### config.mk
export PLATFORM = sky130hd
export DESIGN_NAME = rfdc_adc_dac_router_flat
export DESIGN_NICKNAME = d
export VERILOG_FILES = /design/src/rtl/rfdc_adc_dac_router_pkg.sv /design/src/rtl/rfdc_adc_dac_router_if.sv /design/src/rtl/rfdc_adc_dac_router_dac_pack_lane.sv /design/src/rtl/rfdc_adc_dac_router.sv /design/src/flat_wrapper.sv
export SDC_FILE = /design/constraint.sdc
export NUM_CORES = 2
export LEC_CHECK = 0
export CAP_MARGIN = 25
export CORE_MARGIN = 2
export CORE_UTILIZATION = 40
export CTS_CLUSTER_DIAMETER = 40
export DETAILED_ROUTE_END_ITERATION = 10
export PLACE_DENSITY = 0.65
export SYNTH_ARGS = -nofsm -noshare
export SYNTH_HDL_FRONTEND = slang
export SYNTH_SLANG_ARGS = --single-unit
### constraint.sdc
create_clock -name aclk -period 13.1 [get_ports aclk]
set_clock_uncertainty 0.1 [all_clocks]
set_input_delay 1.31 -clock aclk [delete_from_list [all_inputs] [get_ports aclk]]
set_output_delay 1.31 -clock aclk [all_outputs]
set_load 0.02 [all_outputs]
### src/rtl/rfdc_adc_dac_router_pkg.sv
// Shared types and helpers for the RFDC ADC->DAC loopback router.
package rfdc_route_pkg;

  typedef enum logic [1:0] {IDLE, WAIT_SYSREF, RUN} lane_state_t;

  // $clog2 that never yields zero, so single-entry ranges still get a 1-bit index.
  function automatic int unsigned clog2_min1(input int unsigned n);
    if (n <= 32'd1) return 32'd1;
    return $unsigned($clog2(n));
  endfunction

endpackage

### src/rtl/rfdc_adc_dac_router_if.sv
// ADC (s_axis) and DAC (m_axis) stream bundle for the loopback router.
interface rfdc_adc_dac_router_if #(
  parameter int unsigned NUM_ADC = 8,
  parameter int unsigned NUM_DAC = 2,
  parameter int unsigned IN_W    = 128,
  parameter int unsigned OUT_W   = 256
);
  logic [NUM_ADC*IN_W-1:0]  s_axis_tdata;
  logic [NUM_ADC-1:0]       s_axis_tvalid;
  logic [NUM_ADC-1:0]       s_axis_tready;
  logic [NUM_DAC*OUT_W-1:0] m_axis_tdata;
  logic [NUM_DAC-1:0]       m_axis_tvalid;
  logic [NUM_DAC-1:0]       m_axis_tready;

  modport master (
    output s_axis_tdata, s_axis_tvalid, m_axis_tready,
    input  s_axis_tready, m_axis_tdata, m_axis_tvalid
  );

  modport slave (
    input  s_axis_tdata, s_axis_tvalid, m_axis_tready,
    output s_axis_tready, m_axis_tdata, m_axis_tvalid
  );
endinterface

### src/rtl/rfdc_adc_dac_router_dac_pack_lane.sv
// One DAC lane: SYSREF-aligned FSM, beat packer, shadow/active select, FWFT FIFO, sticky flags.
module dac_pack_lane
  import rfdc_route_pkg::*;
#(
  parameter int unsigned NUM_ADC    = 8,
  parameter int unsigned IN_W       = 128,
  parameter int unsigned PACK       = 2,
  parameter int unsigned FIFO_DEPTH = 4,
  parameter int unsigned LANE_IDX   = 0,
  localparam int unsigned SEL_W     = clog2_min1(NUM_ADC),
  localparam int unsigned OUT_W     = IN_W * PACK
) (
  input  logic             aclk,
  input  logic             areset,
  input  logic             sysref_rise_i,
  input  logic             enable_i,
  input  logic [SEL_W-1:0] sel_i,
  input  logic             sel_update_i,
  input  logic             clear_i,
  input  logic [IN_W-1:0]  in_data_i,
  input  logic             in_valid_i,
  output logic [SEL_W-1:0] active_sel_o,
  output logic [OUT_W-1:0] m_tdata_o,
  output logic             m_tvalid_o,
  input  logic             m_tready_i,
  output logic             aligned_o,
  output logic             overflow_o,
  output logic             realign_o
);
  localparam int unsigned PW = clog2_min1(PACK);
  localparam int unsigned AW = clog2_min1(FIFO_DEPTH);
  localparam int unsigned CW = clog2_min1(FIFO_DEPTH + 1);
  localparam logic [SEL_W-1:0] RstSel    = SEL_W'(LANE_IDX % NUM_ADC);
  localparam logic [PW-1:0]    LastPhase = PW'(PACK - 1);
  localparam logic [CW-1:0]    FullCnt   = CW'(FIFO_DEPTH);

  lane_state_t      state_q;
  logic [PW-1:0]    phase_q, phase_eff;
  logic [OUT_W-1:0] pack_q, pack_d;
  logic [SEL_W-1:0] shadow_q, active_q, sel_clamped;
  logic [OUT_W-1:0] mem_q [FIFO_DEPTH];
  logic [AW-1:0]    wr_ptr_q, rd_ptr_q;
  logic [CW-1:0]    count_q;
  logic             overflow_q, realign_q;
  logic             run, accept, push_req, realign_evt, pop, full, do_push, drop;

  assign sel_clamped = (32'(sel_i) >= NUM_ADC) ? SEL_W'(NUM_ADC - 1) : sel_i;

  always_comb begin
    run         = (state_q == RUN) && enable_i;
    // A SYSREF edge mid-word restarts packing so this beat lands in slot 0.
    realign_evt = run && sysref_rise_i && (phase_q != '0);
    phase_eff   = realign_evt ? '0 : phase_q;
    accept      = run && in_valid_i;
    push_req    = accept && (phase_eff == LastPhase);
    pack_d      = pack_q;
    if (accept) pack_d[phase_eff * IN_W +: IN_W] = in_data_i;
    pop         = (count_q != '0) && m_tready_i;
    full        = (count_q == FullCnt);
    do_push     = push_req && (!full || pop);
    drop        = push_req && full && !pop;
  end

  always_ff @(posedge aclk) begin
    if (areset) begin
      state_q    <= IDLE;
      phase_q    <= '0;
      pack_q     <= '0;
      shadow_q   <= RstSel;
      active_q   <= RstSel;
      wr_ptr_q   <= '0;
      rd_ptr_q   <= '0;
      count_q    <= '0;
      overflow_q <= 1'b0;
      realign_q  <= 1'b0;
      for (int i = 0; i < FIFO_DEPTH; i++) mem_q[i] <= '0;
    end else begin
      if (sel_update_i) shadow_q <= sel_clamped;
      case (state_q)
        IDLE:        if (enable_i) state_q <= WAIT_SYSREF;
        WAIT_SYSREF: begin
          if (!enable_i) begin
            state_q <= IDLE;
          end else if (sysref_rise_i) begin
            state_q  <= RUN;
            active_q <= shadow_q;
          end
        end
        RUN:         if (!enable_i) state_q <= IDLE;
        default:     state_q <= IDLE;
      endcase
      if (!run || push_req) phase_q <= '0;
      else if (accept)      phase_q <= phase_eff + 1'b1;
      else                  phase_q <= phase_eff;
      pack_q <= pack_d;
      // Select only moves on a word boundary so no DAC word mixes two ADCs.
      if (push_req) active_q <= shadow_q;
      if (do_push) begin
        mem_q[wr_ptr_q] <= pack_d;
        wr_ptr_q        <= wr_ptr_q + 1'b1;
      end
      if (pop) rd_ptr_q <= rd_ptr_q + 1'b1;
      if (do_push && !pop)      count_q <= count_q + 1'b1;
      else if (pop && !do_push) count_q <= count_q - 1'b1;
      overflow_q <= drop        | (overflow_q & ~clear_i);
      realign_q  <= realign_evt | (realign_q & ~clear_i);
    end
  end

  assign active_sel_o = active_q;
  assign m_tdata_o    = mem_q[rd_ptr_q];
  assign m_tvalid_o   = (count_q != '0);
  assign aligned_o    = (state_q == RUN);
  assign overflow_o   = overflow_q;
  assign realign_o    = realign_q;

endmodule

### src/rtl/rfdc_adc_dac_router.sv
// ADC->DAC loopback router: shared SYSREF edge detect, per-lane ADC mux, NUM_DAC packing lanes.
module rfdc_adc_dac_router
  import rfdc_route_pkg::*;
#(
  parameter int unsigned NUM_ADC    = 8,
  parameter int unsigned NUM_DAC    = 2,
  parameter int unsigned IN_W       = 128,
  parameter int unsigned PACK       = 2,
  parameter int unsigned FIFO_DEPTH = 4,
  localparam int unsigned SEL_W     = clog2_min1(NUM_ADC),
  localparam int unsigned OUT_W     = IN_W * PACK
) (
  input  logic                     aclk,
  input  logic                     areset,
  input  logic                     sysref_i,
  input  logic [NUM_DAC-1:0]       enable_i,
  input  logic [NUM_DAC*SEL_W-1:0] sel_i,
  input  logic                     sel_update_i,
  input  logic                     clear_i,
  rfdc_adc_dac_router_if.slave     axis,
  output logic [NUM_DAC-1:0]       aligned_o,
  output logic [NUM_DAC-1:0]       overflow_o,
  output logic [NUM_DAC-1:0]       realign_o
);
  logic                            sysref_q, sysref_rise;
  logic [NUM_DAC-1:0][OUT_W-1:0]   m_data;
  logic [NUM_DAC-1:0]              m_valid;

  always_ff @(posedge aclk) begin
    if (areset) sysref_q <= 1'b0;
    else        sysref_q <= sysref_i;
  end

  assign sysref_rise        = sysref_i & ~sysref_q;
  // The RFDC ADC cannot be stalled.
  assign axis.s_axis_tready = '1;
  assign axis.m_axis_tdata  = m_data;
  assign axis.m_axis_tvalid = m_valid;

  for (genvar g = 0; g < NUM_DAC; g++) begin : g_lane
    logic [SEL_W-1:0] act;
    logic [IN_W-1:0]  in_data;
    logic             in_valid;

    assign in_data  = axis.s_axis_tdata[act * IN_W +: IN_W];
    assign in_valid = axis.s_axis_tvalid[act];

    dac_pack_lane #(
      .NUM_ADC   (NUM_ADC),
      .IN_W      (IN_W),
      .PACK      (PACK),
      .FIFO_DEPTH(FIFO_DEPTH),
      .LANE_IDX  (g)
    ) u_lane (
      .aclk         (aclk),
      .areset       (areset),
      .sysref_rise_i(sysref_rise),
      .enable_i     (enable_i[g]),
      .sel_i        (sel_i[g*SEL_W +: SEL_W]),
      .sel_update_i (sel_update_i),
      .clear_i      (clear_i),
      .in_data_i    (in_data),
      .in_valid_i   (in_valid),
      .active_sel_o (act),
      .m_tdata_o    (m_data[g]),
      .m_tvalid_o   (m_valid[g]),
      .m_tready_i   (axis.m_axis_tready[g]),
      .aligned_o    (aligned_o[g]),
      .overflow_o   (overflow_o[g]),
      .realign_o    (realign_o[g])
    );
  end

endmodule

### src/flat_wrapper.sv
// flat-port wrapper written by rule: the top's interface ports become plain ports
module rfdc_adc_dac_router_flat import rfdc_route_pkg::*;
#(
  parameter int unsigned NUM_ADC    = 8,
  parameter int unsigned NUM_DAC    = 2,
  parameter int unsigned IN_W       = 128,
  parameter int unsigned PACK       = 2,
  parameter int unsigned FIFO_DEPTH = 4,
  localparam int unsigned SEL_W     = clog2_min1(NUM_ADC),
  localparam int unsigned OUT_W     = IN_W * PACK
)
  (aclk, areset, sysref_i, enable_i, sel_i, sel_update_i, clear_i, aligned_o, overflow_o, realign_o, axis_s_axis_tdata, axis_s_axis_tvalid, axis_m_axis_tready, axis_s_axis_tready, axis_m_axis_tdata, axis_m_axis_tvalid);
  rfdc_adc_dac_router_if #(.NUM_ADC(NUM_ADC), .NUM_DAC(NUM_DAC), .IN_W(IN_W), .OUT_W(((128) * (2)))) axis_i ();
  input  logic aclk;
  input  logic areset;
  input  logic sysref_i;
  input  logic [NUM_DAC-1:0] enable_i;
  input  logic [NUM_DAC*SEL_W-1:0] sel_i;
  input  logic sel_update_i;
  input  logic clear_i;
  output logic [NUM_DAC-1:0] aligned_o;
  output logic [NUM_DAC-1:0] overflow_o;
  output logic [NUM_DAC-1:0] realign_o;
  input wire logic [$bits(axis_i.s_axis_tdata)-1:0] axis_s_axis_tdata;
  input wire logic [$bits(axis_i.s_axis_tvalid)-1:0] axis_s_axis_tvalid;
  input wire logic [$bits(axis_i.m_axis_tready)-1:0] axis_m_axis_tready;
  output wire logic [$bits(axis_i.s_axis_tready)-1:0] axis_s_axis_tready;
  output wire logic [$bits(axis_i.m_axis_tdata)-1:0] axis_m_axis_tdata;
  output wire logic [$bits(axis_i.m_axis_tvalid)-1:0] axis_m_axis_tvalid;
  assign axis_i.s_axis_tdata = axis_s_axis_tdata;
  assign axis_i.s_axis_tvalid = axis_s_axis_tvalid;
  assign axis_i.m_axis_tready = axis_m_axis_tready;
  assign axis_s_axis_tready = axis_i.s_axis_tready;
  assign axis_m_axis_tdata = axis_i.m_axis_tdata;
  assign axis_m_axis_tvalid = axis_i.m_axis_tvalid;
  rfdc_adc_dac_router #(.NUM_ADC(NUM_ADC), .NUM_DAC(NUM_DAC), .IN_W(IN_W), .PACK(PACK), .FIFO_DEPTH(FIFO_DEPTH)) u_core (.aclk(aclk), .areset(areset), .sysref_i(sysref_i), .enable_i(enable_i), .sel_i(sel_i), .sel_update_i(sel_update_i), .clear_i(clear_i), .axis(axis_i), .aligned_o(aligned_o), .overflow_o(overflow_o), .realign_o(realign_o));
endmodule
==> impl_metrics.yaml <==
outcome:
  outcome: "finished with violations"
  failing_checks: "design-rule violations"
routing:
  drt-wirelength-per-cell_microns: 32.1
  drc: 3
  postRouteWirelength_microns: 589000
  detail-route-antenna-nets: 0
  num_vias: 102000
  drt-vias-per-instance: 5.56
  first_pass_iters: 9
  detail_route.iter0.violations: 8997
pwr:
  clkPwrFrac_pct: 50.0
  p_sw_mw: 5.47
  internal_power_mw: 17.3
  power_density_mw_per_mm2: 126
  share_seq_of_total_power_pct: 40.7
  cellLeakagePower_nw: 72.9
  worst_ir_drop_vdd_mv: 0.113
  netSwitchingFraction_pct: 24.0
  power_frac_comb_pct: 9.3
floorplanning:
  dieHeight_microns: 611
  core_area_sq_mm: 0.366
  floorplan.initialDensity_pct: 40.2
  die_area_sq_mm: 0.373
  core.rowCount: 222
  die_w_microns: 611
  io-pin-count: 1575
synth:
  synth_seq_area_share_pct: 49.2
  synth.yosys.warnings: 0
  synth_cell_type_count: 48
  syn_avg_cell_area_sq_um: 12.9
  ys_ff_latch: 2601
  number_of_enable_flip_flop_cells_after_synthesis: 2048
  synthArstFlopShare_pct: 0
  netlist_instances: 11400
  yosys_most_used_dff: "edfxtp_1"
  mappedNetlistArea_sq_mm: 0.147
clock_network:
  holdBufCountCts: 0
  cts.sink_count: 2601
  clock_tree.buffer_depth: 4
  cts.repair_timing.setup_buffer_count: 0
  clk_pin_slew_worst_paths_ps: 50
  clock_insertion_delay_at_the_later_pin_of_the_skew_report_ps: 970
  cts_root_buf: "clkbuf_16"
  cts_repair_resize_count: 0
  tritoncts: "built"
  cts-buffers-inserted: 408
  cts.htree.levels: 5
global_routing:
  vias_in_the_first_global_route: 100000
  grt.overflow.total: 0
  grt_max_degree: 198
  grt_pass1_wl_microns: 796000
  grtUsageTotal_pct: 30.6
  antenna_found_initial: 239
sta:
  worst_pin_slew_ps: 1320
  achievable-frequency_mhz: 153
  fin_worst_hold_slack_ps: 390
  hold_viol_final: 0
  finalCritPeriodShare_pct: 49.9
  finalWorstPathRequiredPeriod_ps: 6540
  unrepaired_setup_endpoints_after_global_routing: "no"
  relSlewSlack_pct: 11.7
  finalSetupTns_ps: 0
  final-setup-viol-count: 0
  layout_setup_ws_ps: 6560
  final_max_slew_viol_count: 0
cells_and_area:
  num-nets-final: 13600
  fillCellCount: 32300
  design_area_sq_mm: 0.181
  layout.area.seq_sq_mm: 0.0726
  multi_input_area_sq_mm: 0.0692
  utilization_pct: 49.4
  post_route_cells_drive_above_1_share_pct: 16.6
  syn2layout_area_growth_pct: 22.8
worst_setup_path:
  crit_required_ps: 11690
  worstSetupPathType: "flip-flop to primary output"
  timing.reg2reg.worst_path_depth: 10
  critical_path.max_fanout: 43
  crit_arrival_ps: 5130
  cp-start-kind: "flip-flop"
  critPathCaptureType: "primary output"
place:
  placement.io_buffers: 1566
  place.gp.congestion: 1.08
  post_dp_cell_area_sq_mm: 0.165
  post-place-ws_ps: 5920
  hpwl_after_dpl_microns: 418000
hold_path:
  min_delay_path_depth: 2
  worstHoldPathType: "flip-flop to flip-flop"
job:
  maxCapViolations: 0
## sequential cells by signal, summed over array words and instances, names as in the netlist, named ones only
signal / cells
u_core.g_lane.u_lane.shadow_q: 6
u_core.g_lane.u_lane.mem_q: 2048
u_core.g_lane.u_lane.state_q: 4
u_core.g_lane.u_lane.phase_q: 2
u_core.sysref_q: 1
u_core.g_lane.u_lane.overflow_o: 2
u_core.g_lane.u_lane.active_sel_o: 6
u_core.g_lane.u_lane.count_q: 6
u_core.g_lane.u_lane.realign_o: 2
u_core.g_lane.u_lane.rd_ptr_q: 4
u_core.g_lane.u_lane.pack_q: 512
u_core.g_lane.u_lane.wr_ptr_q: 4
## logic make-up after synthesis
group,after synthesis,synth area share (%)
flops,2601,49.2
buf+inv,995,3.90
simple gates,3937,11.5
fa+ha+maj,6,0.0611
other cells,1,0.00254
mux,3860,35.1
compound gates,22,0.105
xor+xnor,12,0.0713
## synthesized netlist by cell type (6+ instances only)
cell         n  area [sq um]
buf_4       65           488
nor2b_1      8          50.1
nand2b_1   774          4840
xor2_1       8          70.1
clkbuf_1   426          1600
mux4_2    1024         23100
edfxtp_1  2048         61500
nand2_1   3077         11500
dfxtp_1    553         11100
inv_1        7          26.3
buf_2      154           771
mux2i_1   2580         25800
or2_2        6          37.5
buf_1      131           492
mux2_2     256          2880
buf_6      211          2380
nor2_1      39           146
## through the flow
stage | total power, mW | std cells
final | 22.7 | 18300
after floorplan | 10.3 | 11400
after global routing | 23.3 | 18300
after detailed placement | 11.5 | 17000
after global placement | 11.5 | 17000
after CTS | 22.8 | 17800
## cells in the final DEF (no fill, tap or decap), types with 110 or more instances in the layout
master and n:
buf_4 110, diode_2 591, clkdlybuf4s50_1 1565, mux2_2 256, mux4_2 1024, edfxtp_1 2048
nand2b_1 774, dfxtp_1 545, mux2i_1 2580, nand2_1 3077, clkbuf_16 409
## power groups by stage
stage | Sequential (mW) | Clock (mW) | Combinational (mW)
floorplan | 9.39 | 0 | 0.955
global placement | 9.40 | 0 | 2.11
detailed placement | 9.41 | 0 | 2.11
CTS | 9.24 | 11.5 | 2.12
global route | 9.26 | 11.8 | 2.18
finish | 9.24 | 11.4 | 2.12
## area by class of cell
cell class              instances  area share (%)
diodes                        591           0.817
clock buffers                 495            6.00
clock inverters               272            1.94
inverters                       8          0.0249
multi-input cells            7845            38.2
flip-flops and latches       2601            40.1
well taps                    4816            3.33
repair buffers               1716            9.58
## metal layers
metal / routed length [microns] / GRT usage (%) / vias up
li1: - / - / 45300
met5: 444 / 0 / -
met1: 186000 / 29.8 / 51500
met2: 292000 / 50.8 / 4008
met4: 66800 / 32.4 / 68
met3: 44100 / 8.16 / 1143
## worst max-delay path, stage by stage, from the launching register on
cell             delay (ps)
dfxtp_4                 970
buf_4                   850
buf_4                   870
mux4_2                  600
clkdlybuf4s50_1         790
## final timing paths
check / start / end / slack (ps)
worst max-delay path: flip-flop / axis_m_axis_tdata[337] / 6560
worst min-delay path: u_core.g_lane[0].u_lane.shadow_q[2]$_SDFFE_PP0P_ / u_core.g_lane[0].u_lane.active_sel_o[2]$_SDFFE_PP0P_ / 390
worst max register to register: u_core.g_lane[1].u_lane.active_sel_o[0]$_SDFFE_PP1P_ / u_core.g_lane[1].u_lane.mem_q[2][211]$_SDFFCE_PN0P_ / 6910
worst min register to register: u_core.g_lane[0].u_lane.shadow_q[2]$_SDFFE_PP0P_ / u_core.g_lane[0].u_lane.active_sel_o[2]$_SDFFE_PP0P_ / 390
No activity file was read; power rests on OpenSTA's default activity.
